**src/rtl/uart_line_rx.sv**
```systemverilog
// UART receive front-end with a line parser: oversampled deframing, optional parity,
// and accumulation of decimal or hex digits up to a carriage return.
//
// state    | meaning
// S_IDLE   | line idle, waiting for a synchronised low
// S_START  | counting to start-bit mid point, glitch check
// S_DATA   | sampling 8 data bits, LSB first
// S_PARITY | sampling the parity bit (only when PARITY != 0)
// S_STOP   | sampling the stop bit, byte hand-off to the parser
module uart_line_rx #(
    parameter int CLK_FREQ   = 100_000_000,
    parameter int BAUD       = 9600,
    parameter int OVERSAMPLE = 16,
    parameter int PARITY     = 0,
    parameter int MODE       = 0,
    parameter int MAX_DIGITS = 4,
    parameter int VALUE_W    = 16
) (
    input  logic               clk,
    input  logic               rst_n,
    input  logic               RsRx,
    output logic [VALUE_W-1:0] value,
    output logic               value_valid,
    output logic               frame_err,
    output logic               parity_err,
    output logic               line_err,
    output logic               busy
);

    localparam int DIV   = CLK_FREQ / (BAUD * OVERSAMPLE);
    localparam int DIV_W = $clog2(DIV + 1);
    localparam int SMP_W = $clog2(OVERSAMPLE);
    localparam int CNT_W = $clog2(MAX_DIGITS + 1);

    localparam logic [DIV_W-1:0] DIV_LOAD = DIV_W'(DIV - 1);
    localparam logic [SMP_W-1:0] SMP_FULL = SMP_W'(OVERSAMPLE - 1);
    localparam logic [SMP_W-1:0] SMP_HALF = SMP_W'(OVERSAMPLE / 2 - 1);
    localparam logic [CNT_W-1:0] CNT_MAX  = CNT_W'(MAX_DIGITS);

    typedef enum logic [2:0] {
        S_IDLE,
        S_START,
        S_DATA,
        S_PARITY,
        S_STOP
    } state_t;

    logic [1:0]         sync_q;
    logic               rx_s;

    logic [DIV_W-1:0]   div_q;
    logic               tick;
    logic               restart;

    state_t             state_q, state_d;
    logic [SMP_W-1:0]   smp_q, smp_d;
    logic [2:0]         bit_q, bit_d;
    logic [7:0]         shreg_q, shreg_d;
    logic               par_bad_q, par_bad_d;
    logic               busy_q, busy_d;
    logic               sample;
    logic               stop_sample;

    logic [VALUE_W-1:0] acc_q, acc_d;
    logic [CNT_W-1:0]   cnt_q, cnt_d;
    logic               poison_q, poison_d;
    logic [VALUE_W-1:0] value_q, value_d;
    logic               valid_q, valid_d;
    logic               ferr_q, ferr_d;
    logic               perr_q, perr_d;
    logic               lerr_q, lerr_d;

    logic               is_dig;
    logic [3:0]         dig;

    always_ff @(posedge clk or negedge rst_n) begin
        if (!rst_n) begin
            sync_q <= 2'b11;
        end else begin
            sync_q <= {sync_q[0], RsRx};
        end
    end

    assign rx_s = sync_q[1];

    // Down-counter re-phased on start detection so mid-bit samples track the frame.
    always_ff @(posedge clk or negedge rst_n) begin
        if (!rst_n) begin
            div_q <= DIV_LOAD;
        end else if (restart || tick) begin
            div_q <= DIV_LOAD;
        end else begin
            div_q <= div_q - 1'b1;
        end
    end

    assign tick   = (div_q == '0);
    assign sample = tick && (smp_q == '0);

    always_ff @(posedge clk or negedge rst_n) begin
        if (!rst_n) begin
            state_q   <= S_IDLE;
            smp_q     <= '0;
            bit_q     <= '0;
            shreg_q   <= '0;
            par_bad_q <= 1'b0;
            busy_q    <= 1'b0;
        end else begin
            state_q   <= state_d;
            smp_q     <= smp_d;
            bit_q     <= bit_d;
            shreg_q   <= shreg_d;
            par_bad_q <= par_bad_d;
            busy_q    <= busy_d;
        end
    end

    always_comb begin
        state_d     = state_q;
        smp_d       = smp_q;
        bit_d       = bit_q;
        shreg_d     = shreg_q;
        par_bad_d   = par_bad_q;
        busy_d      = busy_q;
        restart     = 1'b0;
        stop_sample = 1'b0;

        case (state_q)
            S_IDLE: begin
                if (!rx_s) begin
                    state_d   = S_START;
                    busy_d    = 1'b1;
                    restart   = 1'b1;
                    smp_d     = SMP_HALF;
                    par_bad_d = 1'b0;
                end
            end
            S_START: begin
                if (sample) begin
                    if (rx_s) begin
                        state_d = S_IDLE;
                        busy_d  = 1'b0;
                    end else begin
                        state_d = S_DATA;
                        smp_d   = SMP_FULL;
                        bit_d   = '0;
                    end
                end else if (tick) begin
                    smp_d = smp_q - 1'b1;
                end
            end
            S_DATA: begin
                if (sample) begin
                    shreg_d = {rx_s, shreg_q[7:1]};
                    smp_d   = SMP_FULL;
                    if (bit_q == 3'd7) begin
                        state_d = (PARITY != 0) ? S_PARITY : S_STOP;
                    end else begin
                        bit_d = bit_q + 1'b1;
                    end
                end else if (tick) begin
                    smp_d = smp_q - 1'b1;
                end
            end
            S_PARITY: begin
                if (sample) begin
                    par_bad_d = ((^shreg_q) ^ rx_s) != (PARITY == 1);
                    smp_d     = SMP_FULL;
                    state_d   = S_STOP;
                end else if (tick) begin
                    smp_d = smp_q - 1'b1;
                end
            end
            S_STOP: begin
                if (sample) begin
                    stop_sample = 1'b1;
                    state_d     = S_IDLE;
                    busy_d      = 1'b0;
                end else if (tick) begin
                    smp_d = smp_q - 1'b1;
                end
            end
            default: begin
                state_d = S_IDLE;
                busy_d  = 1'b0;
            end
        endcase
    end

    always_comb begin
        is_dig = 1'b0;
        dig    = 4'd0;
        if (shreg_q >= 8'h30 && shreg_q <= 8'h39) begin
            is_dig = 1'b1;
            dig    = shreg_q[3:0];
        end else if (MODE == 1 && ((shreg_q >= 8'h41 && shreg_q <= 8'h46) ||
                                   (shreg_q >= 8'h61 && shreg_q <= 8'h66))) begin
            is_dig = 1'b1;
            dig    = shreg_q[3:0] + 4'd9;
        end
    end

    always_ff @(posedge clk or negedge rst_n) begin
        if (!rst_n) begin
            acc_q    <= '0;
            cnt_q    <= '0;
            poison_q <= 1'b0;
            value_q  <= '0;
            valid_q  <= 1'b0;
            ferr_q   <= 1'b0;
            perr_q   <= 1'b0;
            lerr_q   <= 1'b0;
        end else begin
            acc_q    <= acc_d;
            cnt_q    <= cnt_d;
            poison_q <= poison_d;
            value_q  <= value_d;
            valid_q  <= valid_d;
            ferr_q   <= ferr_d;
            perr_q   <= perr_d;
            lerr_q   <= lerr_d;
        end
    end

    // Parity failure takes precedence; either error discards the byte and poisons the line.
    always_comb begin
        acc_d    = acc_q;
        cnt_d    = cnt_q;
        poison_d = poison_q;
        value_d  = value_q;
        valid_d  = 1'b0;
        lerr_d   = 1'b0;
        ferr_d   = stop_sample && !par_bad_q && !rx_s;
        perr_d   = stop_sample && par_bad_q;

        if (stop_sample) begin
            if (par_bad_q || !rx_s) begin
                poison_d = 1'b1;
            end else if (is_dig) begin
                if (cnt_q < CNT_MAX) begin
                    if (MODE == 1) begin
                        acc_d = (acc_q << 4) | VALUE_W'(dig);
                    end else begin
                        acc_d = (acc_q << 3) + (acc_q << 1) + VALUE_W'(dig);
                    end
                    cnt_d = cnt_q + 1'b1;
                end else begin
                    poison_d = 1'b1;
                end
            end else if (shreg_q == 8'h0D) begin
                if (poison_q) begin
                    lerr_d = 1'b1;
                end else if (cnt_q != '0) begin
                    value_d = acc_q;
                    valid_d = 1'b1;
                end
                acc_d    = '0;
                cnt_d    = '0;
                poison_d = 1'b0;
            end else if (shreg_q != 8'h0A) begin
                poison_d = 1'b1;
            end
        end
    end

    assign value       = value_q;
    assign value_valid = valid_q;
    assign frame_err   = ferr_q;
    assign parity_err  = perr_q;
    assign line_err    = lerr_q;
    assign busy        = busy_q;

endmodule
```
**config.mk**
```make
export PLATFORM = sky130hd
export DESIGN_NAME = uart_line_rx
export DESIGN_NICKNAME = d
export VERILOG_FILES = /design/src/rtl/uart_line_rx.sv
export SDC_FILE = /design/constraint.sdc
export NUM_CORES = 1
export LEC_CHECK = 0
export ABC_AREA = 1
export CAP_MARGIN = 20
export CORE_MARGIN = 1.5
export CORE_UTILIZATION = 55
export DETAILED_ROUTE_END_ITERATION = 12
export PLACE_DENSITY = 0.81
export RECOVER_POWER = 100
export SYNTH_ARGS = -nofsm -noshare
export SYNTH_HDL_FRONTEND = slang
export SYNTH_SLANG_ARGS = --single-unit
export TNS_END_PERCENT = 1
```
**constraint.sdc**
```tcl
create_clock -name clk -period 2.8 [get_ports clk]
set_input_delay 0.56 -clock clk [delete_from_list [all_inputs] [get_ports clk]]
set_output_delay 0.56 -clock clk [all_outputs]
set_load 0.1 [all_outputs]
```
Word level (Yosys, flattened, before mapping)

Index checks and enable logic that the tools add are counted.

Register bits after elaboration: 72
Latch bits: 0
Memory bits (writable): 0
Bits in read-only memories: 0
Output and inout bits: 21
Logic and storage cells: 136
Memories kept: 0

Add/sub/neg operators: 6
Multiply operators: 0
Div/mod/pow operators: 0
Magnitude comparators: 3
Eq/ne operators: 20
Shifts and indexed selects: 0
Multiplexer cells: 57
Bitwise logic cells: 5
Reduce and logical (&&, ||, !) cells: 29

Operators by type and width:

| kind                                                                                 | number |
|---|---|
| 16-bit 2-to-1 mux                                                                    | 3 |
| 3-bit 2-to-1 mux                                                                     | 13 |
| 4-bit 2-to-1 mux                                                                     | 7 |
| 1-bit 2-to-1 mux                                                                     | 27 |
| 2-bit inequality test (second input constant)                                        | 10 |
| 16-bit adder                                                                         | 1 |
| 16-bit by 4-bit adder with 16-bit output                                             | 1 |
| 4-bit one-hot mux with 4 select lines                                                | 1 |
| 3-bit one-hot mux with 5 select lines                                                | 1 |
| 6-bit AND reduction                                                                  | 2 |
| 10-bit logical NOT                                                                   | 1 |
| 10-bit 2-to-1 mux                                                                    | 1 |
| 5-bit AND reduction                                                                  | 2 |
| 10-bit by 1-bit subtractor with 10-bit output (second input constant)                | 1 |
| 8-bit by 4-bit == test with 1-bit output (second input constant)                     | 1 |
| 8-bit by 6-bit greater-or-equal comparator with 1-bit output (second input constant) | 1 |
| 8-bit by 6-bit less-or-equal comparator with 1-bit output (second input constant)    | 1 |
| 8-bit by 4-bit inequality test with 1-bit output (second input constant)             | 1 |
| 4-bit AND reduction                                                                  | 2 |
| 4-bit nonzero test                                                                   | 2 |
| 8-bit XOR reduction                                                                  | 1 |
| 3-bit by 1-bit adder with 3-bit output (second input constant)                       | 2 |
| 3-bit by 2-bit == test with 1-bit output (second input constant)                     | 2 |
| 3-bit == test (second input constant)                                                | 2 |
| other kinds (21)                                                                     | 34 |

Depth between registers and ports, before layout

Depth in word-level cells: 7
Mapped depth: 21

Worst setup path before layout

OpenSTA, ideal clock, no wires.

Path type: reg-to-reg
Start: reg shreg_q[2]
End: reg acc_q[10]
Setup time: 0.076 ns
Arrival: 2.709 ns
Required time: 2.724 ns
Path slack: 0.015 ns
Cell stages (with the launch flop): 19
Period minus slack after synthesis: 2.785 ns
Cells stage by stage: dfrtp_1 inv_1 ha_1 nand2_1 nand3_1 nand2_1 nand2_2 inv_1 nand2_1 fa_1 fa_1 inv_1 nand3_1 nand3_1 nand2_1 nand2_1 or2_2 nand3_1 o21ai_1

Cells in the longest elaborated chain, start to end: 6

RTL lines:

| element                                                                                                                                          | line | RTL |
|---|---|---|
| start: declaration                                                                                                                               | 58   | `logic [7:0] shreg_q, shreg_d;` |
| start signal: assignment                                                                                                                         | 112  | `shreg_q <= shreg_d;` |
| 8-bit by 6-bit greater-or-equal comparator with 1-bit output / 8-bit by 6-bit less-or-equal comparator with 1-bit output (equally long branches) | 193  | `if (shreg_q >= 8'h30 && shreg_q <= 8'h39) begin` |
| 1-bit logical AND                                                                                                                                | 193  |  |
| 4-bit 2-to-1 mux                                                                                                                                 | 193  |  |
| 16-bit by 4-bit adder with 16-bit output                                                                                                         | 244  | `acc_d = (acc_q << 3) + (acc_q << 1) + VALUE_W'(dig);` |
| 16-bit 2-to-1 mux                                                                                                                                | 240  | `if (cnt_q < CNT_MAX) begin` |
| 16-bit 2-to-1 mux                                                                                                                                | 239  | `end else if (is_dig) begin` |
| end signal: assignment                                                                                                                           | 205  | `acc_q <= '0;` |
| end signal: assignment                                                                                                                           | 214  | `acc_q <= acc_d;` |
| end: declaration                                                                                                                                 | 64   | `logic [VALUE_W-1:0] acc_q, acc_d;` |

Several ways; a longest one is shown, not always the timed one. The select of a mux whose other input is x is not followed.
A chain may end at the register's enable or synchronous reset.

Final worst setup path

Start: reg shreg_q[0]
End: reg acc_q[10]

Same word-level chain as after synthesis.

==> results <==
## cells in the mapped netlist (2+ instances only)
library cell    n
nand3_1        44
nand4_1         8
dfrtp_1        66
o21ai_0        25
nand2_2         5
fa_1            2
buf_6           4
nand2_1       162
nor2_1         42
dfstp_2         6
nand3b_1       14
nor3_1          4
xnor2_1         9
a21oi_1        13
ha_1           43
o21ai_1        12
nor2_4          3
or2_2           2
inv_1         103
inv_2           3
nor3_4          2
xor2_1          9
## state kept, by name, indices dropped and copies added, names as in the netlist, 2 cells and up
register / count
cnt_q: 3
shreg_q: 8
value: 16
div_q: 10
state_q: 3
smp_q: 4
acc_q: 16
sync_q: 2
bit_q: 3
## cells by family (layout without fill, tap and decap cells)
kind of cell | after synthesis | after routing | share of synthesized area (%)
compound gates | 51 | 51 | 5.560
xor+xnor | 18 | 18 | 3.401
fa+ha+maj | 45 | 45 | 12.47
buf+inv | 112 | 158 | 9.743
flops | 72 | 72 | 39.03
mux | 1 | 1 | 0.2159
simple gates | 294 | 294 | 29.58
## what timing repair did
| item | 4_1_cts | 5_1_grt |
|---|---|---|
| gates resized for setup | 1 | 40 |
| endpoints found under the setup margin | 3 | 11 |
| pin swaps | 0 | 14 |
| buffers inserted | 0 | 4 |
## power by group
group | switching [mW] | internal [mW]
clock | 0.404 | 0.435
sequential | 0.00197 | 1.04
combinational | 0.0270 | 0.00398
total | 0.433 | 1.48
## layout make-up
| type | instances | area (sq um) | area share (%) |
|---|---|---|---|
| multi-input combinational | 409 | 2479 | 47.69 |
| sequential | 72 | 1810 | 34.83 |
| inverter | 106 | 397.9 | 7.655 |
| timing repair buffer | 36 | 181.4 | 3.491 |
| clock buffer | 11 | 141.4 | 2.720 |
| tap | 105 | 131.4 | 2.528 |
| clock inverter | 5 | 56.30 | 1.083 |
## worst max-delay path, stage by stage, from the launching register on
cell,delay [ps]
dfrtp_1,410
buf_4,150
ha_1,200
nand2_1,60
nand2_1,50
nand2_2,90
nor2_1,60
ha_1,360
ha_4,170
inv_1,60
fa_2,400
inv_2,70
nand3_2,90
nand3_4,110
nand2_2,60
nand2_1,80
or2_4,110
nand3_2,50
o21ai_1,120
## metrics by stage
stage               hold WS (ps)  cells  setup TNS [ps]  worst slack, ps
floorplan                  264.4    593               0            14.92
global placement           345.9    724               0            72.39
detailed placement         351.8    724          -27.78           -20.35
CTS                        165.9    740               0            23.83
global route               381.4    744          -817.1           -136.6
finish                     373.8    744               0            18.79
## path summary, 6_finish.rpt
kind,start,to,depth (start not counted)
max in group asynchronous,rst_n,shreg_q[3],2
min in group clk,sync_q[0],sync_q[1],0
worst min register to register,sync_q[0],sync_q[1],0
worst min-delay path,rst_n,value[9],1
worst max-delay path,shreg_q[0],acc_q[10],18
worst max register to register,shreg_q[0],acc_q[10],18
## layer usage
layer / vias to the layer above / routed length [um] / track usage [%]
met4: 0 / 256 / 8.955
li1: 1944 / - / -
met5: - / 0 / 0
met2: 109 / 4951 / 40.00
met1: 1906 / 4737 / 32.67
met3: 26 / 466 / 4.187
==> impl_metrics.yaml <==
layout:
  area_growth_pct: 12.12
  stdcell_area_sq_mm: 0.005197
  fillers: 684
  mostFrequentLayoutCell: "nand2_1"
  drive_above_1_share_pct: 13.77
  layout_common_cells: "nand2_1 (153), inv_1 (94), dfrtp_1 (65), nor2_1 (43), nand3_1 (37)"
  layout.nets: 682
  diodes: 0
  fin_util_pct: 63.58
critical_path:
  worstSetupEndpointType: "flip-flop"
  cp.required_ps: 3080
  path_class: "reg2reg"
  cp_max_fo: 4
  cp_data_arrival_time_ps: 3060
  cp-start-kind: "flip-flop"
  rrSetupSlack_ps: 20
clock_tree:
  clock-sinks: 72
  postCtsHoldBufs: 0
  cts_buffer_depth: 2
  numCtsBuffers: 9
  cts_tree: "done"
  cts-htree-levels: 3
  cts-root-buf: "clkbuf_8"
  clk_pin_slew_ps: 80
  worstSkewPairLatency_ps: 350
timing:
  fin_crit_ps: 2781
  period_share_pct: 99.33
  setup_viol: 0
  worst_pin_slew_ps: 1179
  finalHoldViolCount: 0
  fmax_mhz: 359.6
  slew_headroom_pct: 21.75
  rsz0062_at_grt: "yes"
  fin_skew_ps: 8.609
  finalMaxSlewViolations: 0
logic_synthesis:
  synth_area_per_cell_sq_um: 7.817
  synthTopCellsByArea: "dfrtp_1 (36%), nand2_1 (13%), ha_1 (12%), inv_1 (8.3%), nand3_1 (4.8%)"
  synth_area_sq_mm: 0.004636
  synthCells: 593
  ys_async_sr_fraction_pct: 100.0
  yosys.cell_types.count: 34
  yosys.area.top_type: "dfrtp_1"
  synth_edf_count: 0
  ys_warn_count: 0
  ys_ff_latch: 72
  syn_nets: 641
  synth.top_cell.area_share_pct: 35.63
  synth_flop_cell: "dfrtp_1"
  synth-seq-area-share_pct: 39.03
global_route:
  grtUsageTotal_pct: 24.52
  overflow: 0
  antenna_found_initial: 0
  grt_start_max_net_pins: 37
  grt_pass1_vias: 3709
  grt_pass1_wl_um: 17060
die:
  chipWidth_um: 94.81
  core_sq_mm: 0.008175
  fp.dieH_um: 94.81
  ioPinCount: 24
  die_area_sq_mm: 0.008988
  start_util_pct: 56.70
  rows: 33
drt:
  vias_per_cell: 5.356
  postRouteAntennaNets: 0
  routed_wirelength_um: 10410
  drtIter0Drc: 281
  first_pass_iters: 5
  wl_per_cell_um: 13.99
  drc: 0
  vias: 3985
pwr:
  power_mw: 1.914
  power_leakage_nw: 2.772
  p_per_area_mw_per_mm2: 368.3
  ir_drop_v: 0.0001855
outcome:
  status: "finished clean"
min_path:
  hp-class: "in2async"
placed_design:
  port_buffers: 23
  gp_congestion: 0.9784
  post-dp-hpwl_um: 7324
  place_area_sq_mm: 0.004966
run:
  maxCapViolCount: 0
Note: power is estimated with default switching activity, not from simulation.
